==> config.mk <==
export PLATFORM = sky130hd
export DESIGN_NAME = seq_divider_8
export DESIGN_NICKNAME = d
export VERILOG_FILES = /design/src/rtl/seq_divider_8_pkg.sv /design/src/rtl/seq_divider_8_reg.sv /design/src/rtl/seq_divider_8.sv
export SDC_FILE = /design/constraint.sdc
export NUM_CORES = 1
export LEC_CHECK = 0
export BUFFER_PORTS_ARGS = -buffer_cell sky130_fd_sc_hd__buf_2
export CAP_MARGIN = 10
export CELL_PAD_IN_SITES_DETAIL_PLACEMENT = 2
export CELL_PAD_IN_SITES_GLOBAL_PLACEMENT = 2
export CORE_AREA = 10 10 86 88
export CTS_CLUSTER_DIAMETER = 150
export CTS_CLUSTER_SIZE = 10
export DETAILED_ROUTE_END_ITERATION = 6
export DIE_AREA = 0 0 96 98
export HOLD_SLACK_MARGIN = 0.15
export PLACE_DENSITY = 0.87
export SYNTH_ARGS = -nofsm -noshare
export SYNTH_HDL_FRONTEND = slang
export SYNTH_SLANG_ARGS = --single-unit
==> constraint.sdc <==
create_clock -name Clk -period 2.84 [get_ports Clk]
set_clock_uncertainty 0.2 [all_clocks]
set_input_delay 0.142 -clock Clk [delete_from_list [all_inputs] [get_ports Clk]]
set_output_delay 0.142 -clock Clk [all_outputs]
set_load 0.05 [all_outputs]
==> src/rtl/seq_divider_8_pkg.sv <==
// Shared types and constants for the sequential restoring divider.
package divider_pkg;

  typedef enum logic [1:0] {
    IDLE = 2'd0,
    CALC = 2'd1,
    HOLD = 2'd2
  } state_t;

  localparam int WIDTH = 8;
  localparam logic [2:0] ITER_LAST = 3'd7;

endpackage

==> src/rtl/seq_divider_8_reg.sv <==
// 8-bit left-shifting register used for the quotient; the MSB feeds the divider's partial remainder.
module reg_8_L (
  input  logic       Clk,
  input  logic       Reset,
  input  logic       Load,
  input  logic       Shift_En,
  input  logic       Shift_In,
  input  logic [7:0] D,
  output logic       Shift_Out,
  output logic [7:0] Data_Out
);

  always_ff @(posedge Clk) begin
    if (Reset)
      Data_Out <= 8'h00;
    else if (Load)
      Data_Out <= D;
    else if (Shift_En)
      Data_Out <= {Data_Out[6:0], Shift_In};
  end

  assign Shift_Out = Data_Out[7];

endmodule

==> src/rtl/seq_divider_8.sv <==
// Sequential 8-bit unsigned restoring divider: one shift/trial-subtract iteration per clock.
module seq_divider_8 #(
  parameter int WIDTH = 8
) (
  input  logic             Clk,
  input  logic             Reset,
  input  logic             Run,
  input  logic             LoadDvsr,
  input  logic [WIDTH-1:0] Din,
  output logic [WIDTH-1:0] Aval,
  output logic [WIDTH-1:0] Bval,
  output logic [WIDTH-1:0] Dvsr_Val,
  output logic             Busy,
  output logic             Done,
  output logic             Div_By_Zero
);
  import divider_pkg::*;

  state_t           state_reg;
  logic [2:0]       count_reg;
  logic [WIDTH-1:0] a_reg;
  logic [WIDTH-1:0] dvsr_reg;
  logic             dbz_reg;

  logic             q_msb;
  logic [WIDTH-1:0] q_val;
  logic             q_load;
  logic             q_shift;
  logic [WIDTH-1:0] q_d;

  logic [WIDTH:0]   p_val;
  logic [WIDTH:0]   t_val;
  logic             dvsr_zero;

  assign dvsr_zero = (dvsr_reg == '0);
  assign p_val     = {a_reg, q_msb};
  assign t_val     = p_val - {1'b0, dvsr_reg};

  always_comb begin
    q_load  = 1'b0;
    q_shift = 1'b0;
    q_d     = Din;
    case (state_reg)
      IDLE: begin
        if (!LoadDvsr && Run) begin
          q_load = 1'b1;
          // A zero divisor reports an all-ones quotient with the dividend as remainder.
          q_d    = dvsr_zero ? '1 : Din;
        end
      end
      CALC:    q_shift = 1'b1;
      default: ;
    endcase
  end

  reg_8_L u_q_reg (
    .Clk      (Clk),
    .Reset    (Reset),
    .Load     (q_load),
    .Shift_En (q_shift),
    .Shift_In (~t_val[WIDTH]),
    .D        (q_d),
    .Shift_Out(q_msb),
    .Data_Out (q_val)
  );

  always_ff @(posedge Clk) begin
    if (Reset) begin
      state_reg <= IDLE;
      count_reg <= 3'd0;
      a_reg     <= '0;
      dvsr_reg  <= '0;
      dbz_reg   <= 1'b0;
    end else begin
      case (state_reg)
        IDLE: begin
          if (LoadDvsr) begin
            dvsr_reg <= Din;
          end else if (Run) begin
            if (!dvsr_zero) begin
              a_reg     <= '0;
              count_reg <= 3'd0;
              dbz_reg   <= 1'b0;
              state_reg <= CALC;
            end else begin
              a_reg     <= Din;
              dbz_reg   <= 1'b1;
              state_reg <= HOLD;
            end
          end
        end
        CALC: begin
          // Borrow set means the trial subtraction failed: restore the shifted value.
          a_reg     <= t_val[WIDTH] ? p_val[WIDTH-1:0] : t_val[WIDTH-1:0];
          count_reg <= count_reg + 3'd1;
          if (count_reg == ITER_LAST)
            state_reg <= HOLD;
        end
        HOLD: begin
          if (!Run)
            state_reg <= IDLE;
        end
        default: state_reg <= IDLE;
      endcase
    end
  end

  assign Aval        = a_reg;
  assign Bval        = q_val;
  assign Dvsr_Val    = dvsr_reg;
  assign Busy        = (state_reg == CALC);
  assign Done        = (state_reg == HOLD);
  assign Div_By_Zero = dbz_reg;

endmodule

## After elaboration in Yosys (flattened, before gate mapping)

Index checks and enable logic that the tools add are counted.

- Equal/unequal tests: 8
- Reduce and logical (&&, ||, !) cells: 11
- Add/subtract/negate cells: 2
- Muxes and demuxes: 24
- Bitwise operators: 2

Operators with widths:

| cell | number |
|---|---|
| $mux 8 | 9 |
| $pmux 8 s2 | 1 |
| $mux 2 | 5 |
| $mux 3 | 3 |
| $sub 9x8->9 | 1 |
| $logic_not 8->1 | 1 |
| $ne 2x2->1 const B | 4 |
| $reduce_and 4->1 | 2 |
| $pmux 2 s3 | 1 |
| $pmux 3 s2 | 1 |
| $reduce_and 3->1 | 2 |
| $mux 1 | 4 |
| $reduce_bool 2->1 | 2 |
| $add 3x1->3 const B | 1 |
| $eq 3x3->1 const B | 1 |
| $eq 2x1->1 const B | 1 |
| $eq 2x2->1 const B | 1 |
| $logic_not 2->1 | 1 |
| $ne 2x1->1 const B | 1 |
| $not 1->1 | 2 |
| $reduce_and 2->1 | 1 |
| $logic_and 1x1->1 | 1 |
| $logic_not 1->1 | 1 |

- Logic and storage cells: 53
- Input port bits: 12
- Output and inout port bits: 27
- Bits in registers: 30

## Logic depth before layout (Yosys ltp)

- Depth in word-level cells: 5
- Mapped depth: 9
- Depth with buffers taken out: 9

## By module

A second synthesis with hierarchy kept.

- Cell total of the unflattened synthesis: 218
- Area, all modules: 1804.2 sq um

By module, submodules not included:

| module | times used | sequential area each (sq um) | area each (sq um) | cells an instance |
|---|---|---|---|---|
| seq_divider_8 | 1 | 440.4 | 1427.6 | 182 |
| reg_8_L | 1 | 160.2 | 376.6 | 36 |

## Least setup slack after synthesis

No wires, ideal clock.

- Kind: register to register
- Start point: register a_reg[0] (netlist: Aval[0])
- End point: register a_reg[3] (netlist: Aval[3])
- Data required time: 2.554 ns
- Arrival time: 2.511 ns
- Path buffers: 0
- Clock period less this slack: 2.797 ns
- Slack: 0.043 ns
- Stages on the path, launching flop included: 9
- Setup time: 0.086 ns
- Cell sequence: dfxtp_1 > inv_1 > fa_1 > nor2b_2 > o31ai_4 > a22oi_4 > mux2i_2 > a221oi_1 > a211oi_1

- Cells in the longest elaborated chain, start to end: 3

Ends and longest elaborated chain:

| what | line | RTL |
|---|---|---|
| start, declared | seq_divider_8.sv:21 | `logic [WIDTH-1:0] a_reg;` |
| start signal, assigned | seq_divider_8.sv:86 | `a_reg <= Din;` |
| start signal, assigned | seq_divider_8.sv:94 | `a_reg <= t_val[WIDTH] ? p_val[WIDTH-1:0] : t_val[WIDTH-1:0];` |
| $sub 9x8->9 | seq_divider_8.sv:37 | `assign t_val = p_val - {1'b0, dvsr_reg};` |
| $mux 8 | seq_divider_8.sv:94 |  |
| $pmux 8 s2 | seq_divider_8.sv:75 | `case (state_reg)` |

No other way between the ends.
A chain may end at the register's enable or synchronous reset.

## Final worst setup path

- Start point: register dvsr_reg[0] (netlist: Dvsr_Val[0])
- End point: register a_reg[4] (netlist: Aval[4])

- Cells in the longest elaborated chain, start to end: 5
- Elaborated cells on any way between the ends: 7
- Those cells by class: 1 x add/sub; 5 x mux; 1 x reduce/logical

Ends and longest elaborated chain:

| what | line | RTL |
|---|---|---|
| start, declared | seq_divider_8.sv:22 | `logic [WIDTH-1:0] dvsr_reg;` |
| start signal, assigned | seq_divider_8.sv:78 | `dvsr_reg <= Din;` |
| branches (longest 4 deep; another with $sub 9x8->9) | -- |  |
| $pmux 8 s2 * | seq_divider_8.sv:75 |  |

Mark *: on every way between the ends. The select of a mux whose other input is x is not followed.

==> impl_metrics.sql <==
INSERT INTO impl_metrics (metric_group, metric, value, unit) VALUES
('route', 'detail_route.iter0.violations', '116', ''),
('min_path', 'hp-class', 'in -> reg', ''),
('pwr', 'total_power', '1.53', 'mW'),
('route', 'drt_drc_violations_left', '0', ''),
('sta', 'timing_max_transition_violations_final', '0', ''),
('sta', 'fin_setup_tns', '0', 'ns'),
('clock_tree', 'cts_inserted_buffers', '5', ''),
('final_layout', 'share_of_layout_cells_above_drive_strength_1', '26.8', '%'),
('route', 'detail_route.wl_per_cell', '23.3', 'um'),
('placement', 'port_buffers', '38', ''),
('logic_synthesis', 'netlist-cell-type-count', '46', ''),
('route', 'num_vias', '1909', ''),
('global_routing', 'track_usage', '16.2', '%'),
('logic_synthesis', 'post-synth-top-area-cell', 'sky130_fd_sc_hd__dfxtp_1', ''),
('sta', 'final.setup.worst_slack', '0.0605', 'ns'),
('route', 'via_per_inst', '5.61', ''),
('pwr', 'power_switching_share', '43.3', '%'),
('run', 'max_cap_violations', '0', ''),
('sta', 'finalSetupViolations', '0', ''),
('global_routing', 'globalRouteOverflowTotal', '0', ''),
('logic_synthesis', 'main_combinational_cell_family_by_area_after_synthesis', 'compound AO/OA/AOI/OAI gates', ''),
('setup_path', 'critPathLaunchType', 'register', ''),
('route', 'route.final.wire_length', '7.92', 'mm'),
('global_routing', 'number_of_global_route_vias_before_repair', '2041', ''),
('clock_tree', 'cts.reportedPaths.clkPinSlew', '0.07', 'ns'),
('logic_synthesis', 'synth-main-ff-cell', 'sky130_fd_sc_hd__dfxtp_1', ''),
('placement', 'place_ws', '0.0233', 'ns'),
('placement', 'dp.final_hpwl', '4.84', 'mm'),
('pwr', 'power_density', '655', 'mW/mm2'),
('floorplanning', 'die-area', '0.00941', 'mm2'),
('clock_tree', 'clock_latency_on_the_worst_skew_pair', '0.30', 'ns'),
('setup_path', 'r2r-start', 'Dvsr_Val[0]', ''),
('logic_synthesis', 'synth_edf_count', '0', ''),
('run_status', 'status', 'finished, final reports clean', ''),
('setup_path', 'critical_path_peak_fanout', '7', ''),
('floorplanning', 'row_count', '28', ''),
('final_layout', 'post-route-util', '40.6', '%'),
('setup_path', 'worst_path_max_delay_cell', 'sky130_fd_sc_hd__dfxtp_1', ''),
('final_layout', 'antenna-diode-count', '0', ''),
('clock_tree', 'ctsLongestPathBuffers', '2', ''),
('floorplanning', 'floorplan.core_area', '0.00575', 'mm2'),
('final_layout', 'fillCellCount', '674', ''),
('clock_tree', 'htree_num_levels', '2', ''),
('sta', 'timing.max_slew.rel_slack', '50.9', '%'),
('sta', 'hold_ws', '0.213', 'ns'),
('clock_tree', 'cts-root-buf', 'sky130_fd_sc_hd__clkbuf_8', ''),
('setup_path', 'critPathRequiredTime', '2.78', 'ns'),
('setup_path', 'path_class', 'reg -> reg', ''),
('sta', 'fmaxAchievable', '360', 'MHz'),
('floorplanning', 'initial_core_utilization', '30.1', '%'),
('route', 'drt_pass1_iterations', '4', ''),
('floorplanning', 'floorplan.die.width', '96', 'um'),
('sta', 'finalHoldViolations', '0', ''),
('logic_synthesis', 'synth.net_count', '224', ''),
('floorplanning', 'die_h', '98', 'um'),
('logic_synthesis', 'mappedNetlistArea', '0.00173', 'mm2'),
('logic_synthesis', 'netlist_instances', '201', ''),
('pwr', 'switching_power', '0.662', 'mW'),
('clock_tree', 'tritoncts_num_sinks', '30', ''),
('logic_synthesis', 'leading_cell_type_by_number_of_instances_after_synthesis', 'sky130_fd_sc_hd__nor2_1', ''),
('floorplanning', 'num_io_pins', '39', ''),
('final_layout', 'area.growth.synth_to_final', '35.0', '%'),
('logic_synthesis', 'xor_xnor_fraction_of_synth_area', '1.01', '%'),
('clock_tree', 'tritoncts_clock_tree', 'built', ''),
('setup_path', 'timing.critical_path.to_type', 'register', ''),
('logic_synthesis', 'yosysSeqAreaShare', '34.8', '%'),
('final_layout', 'area.sequential', '603', 'um2'),
('global_routing', 'grt_pass1_wl', '11.8', 'mm'),
('setup_path', 'worstPathCellList', 'ha_2, fa_2, nor2b_4, o31ai_4, a22oi_4, mux2i_2, buf_6, buf_4, a221oi_1, a211oi_1', ''),
('placement', 'final_weighted_congestion_in_routability_driven_placement', '0.804', ''),
('final_layout', 'number_of_nets_in_the_layout', '288', '');
-- final cells by class --
type                    instances  area share (%)
repair buffers                 66            19.1
clock buffers                   7            3.27
flip-flops and latches         30            25.8
inverters                      13            2.09
well taps                      75            4.02
multi-input cells             149            45.6
-- timing repair --
item / 4_1_cts / 5_1_grt
gates resized for setup: 0 / 9
hold buffers: 17 / 0
endpoints found under the setup margin: 0 / 8
hold endpoints to repair: 22 / 0
setup buffers: 0 / 4
-- power groups by stage --
| stage | Combinational (mW) | Clock, mW | Sequential (mW) |
|---|---|---|---|
| after floorplan | 0.342 | 0 | 0.612 |
| after global placement | 0.588 | 0 | 0.507 |
| after detailed placement | 0.607 | 0 | 0.510 |
| after CTS | 0.640 | 0.334 | 0.502 |
| after global routing | 0.726 | 0.357 | 0.513 |
| final | 0.676 | 0.345 | 0.508 |
-- layout by cell type, fill, tap and decap left out, drive strengths merged, types with 8 or more instances in the layout --
master        n
a221oi        9
nor2         34
ha           10
dfxtp        30
a22oi        10
dlygate4sd3  17
inv          13
buf          49
nand2         8
a21oi        19
o21ai        13
-- layer usage --
| layer | routed length (um) | track usage [%] | part of all wire (%) |
|---|---|---|---|
| met5 | 0 | 0 | 0 |
| met2 | 4080 | 26.9 | 52 |
| met4 | 249 | 7.26 | 3.1 |
| met1 | 3120 | 19.0 | 39 |
| met3 | 472 | 3.75 | 6.0 |
-- worst max-delay path: cells and delay by family, from the launching register on --
kind                       cells  cell delay (ns)
adders and majority gates      2             0.50
buffers and inverters          2             0.29
and+or+nand+nor                1             0.06
DFF                            1             0.47
AOI/OAI and AO/OA              4             0.91
muxes                          1             0.19
-- metrics by stage --
stage / std cells / instance area [um2]
floorplan: 201 / 1730
global placement: 312 / 2020
detailed placement: 312 / 2020
CTS: 336 / 2270
global route: 340 / 2330
finish: 340 / 2330
-- cells by family (layout without fill, tap and decap cells) --
| family | after synthesis | in the layout |
|---|---|---|
| AND/OR/NAND/NOR | 57 | 57 |
| flip-flops | 30 | 30 |
| adder cells (fa/ha/maj) | 11 | 11 |
| XOR/XNOR | 2 | 2 |
| buffers and inverters | 22 | 86 |
| multiplexers | 5 | 5 |
| AO/OA/AOI/OAI | 74 | 74 |
-- final timing paths --
check             slack, ns  cells after the start      endpoint
setup / recovery       0.06                     10       Aval[4]
hold reg to reg        0.34                      2       Aval[0]
setup reg to reg       0.06                     10       Aval[4]
hold / removal         0.21                      5  state_reg[0]
No activity file was read; power rests on OpenSTA's default activity.
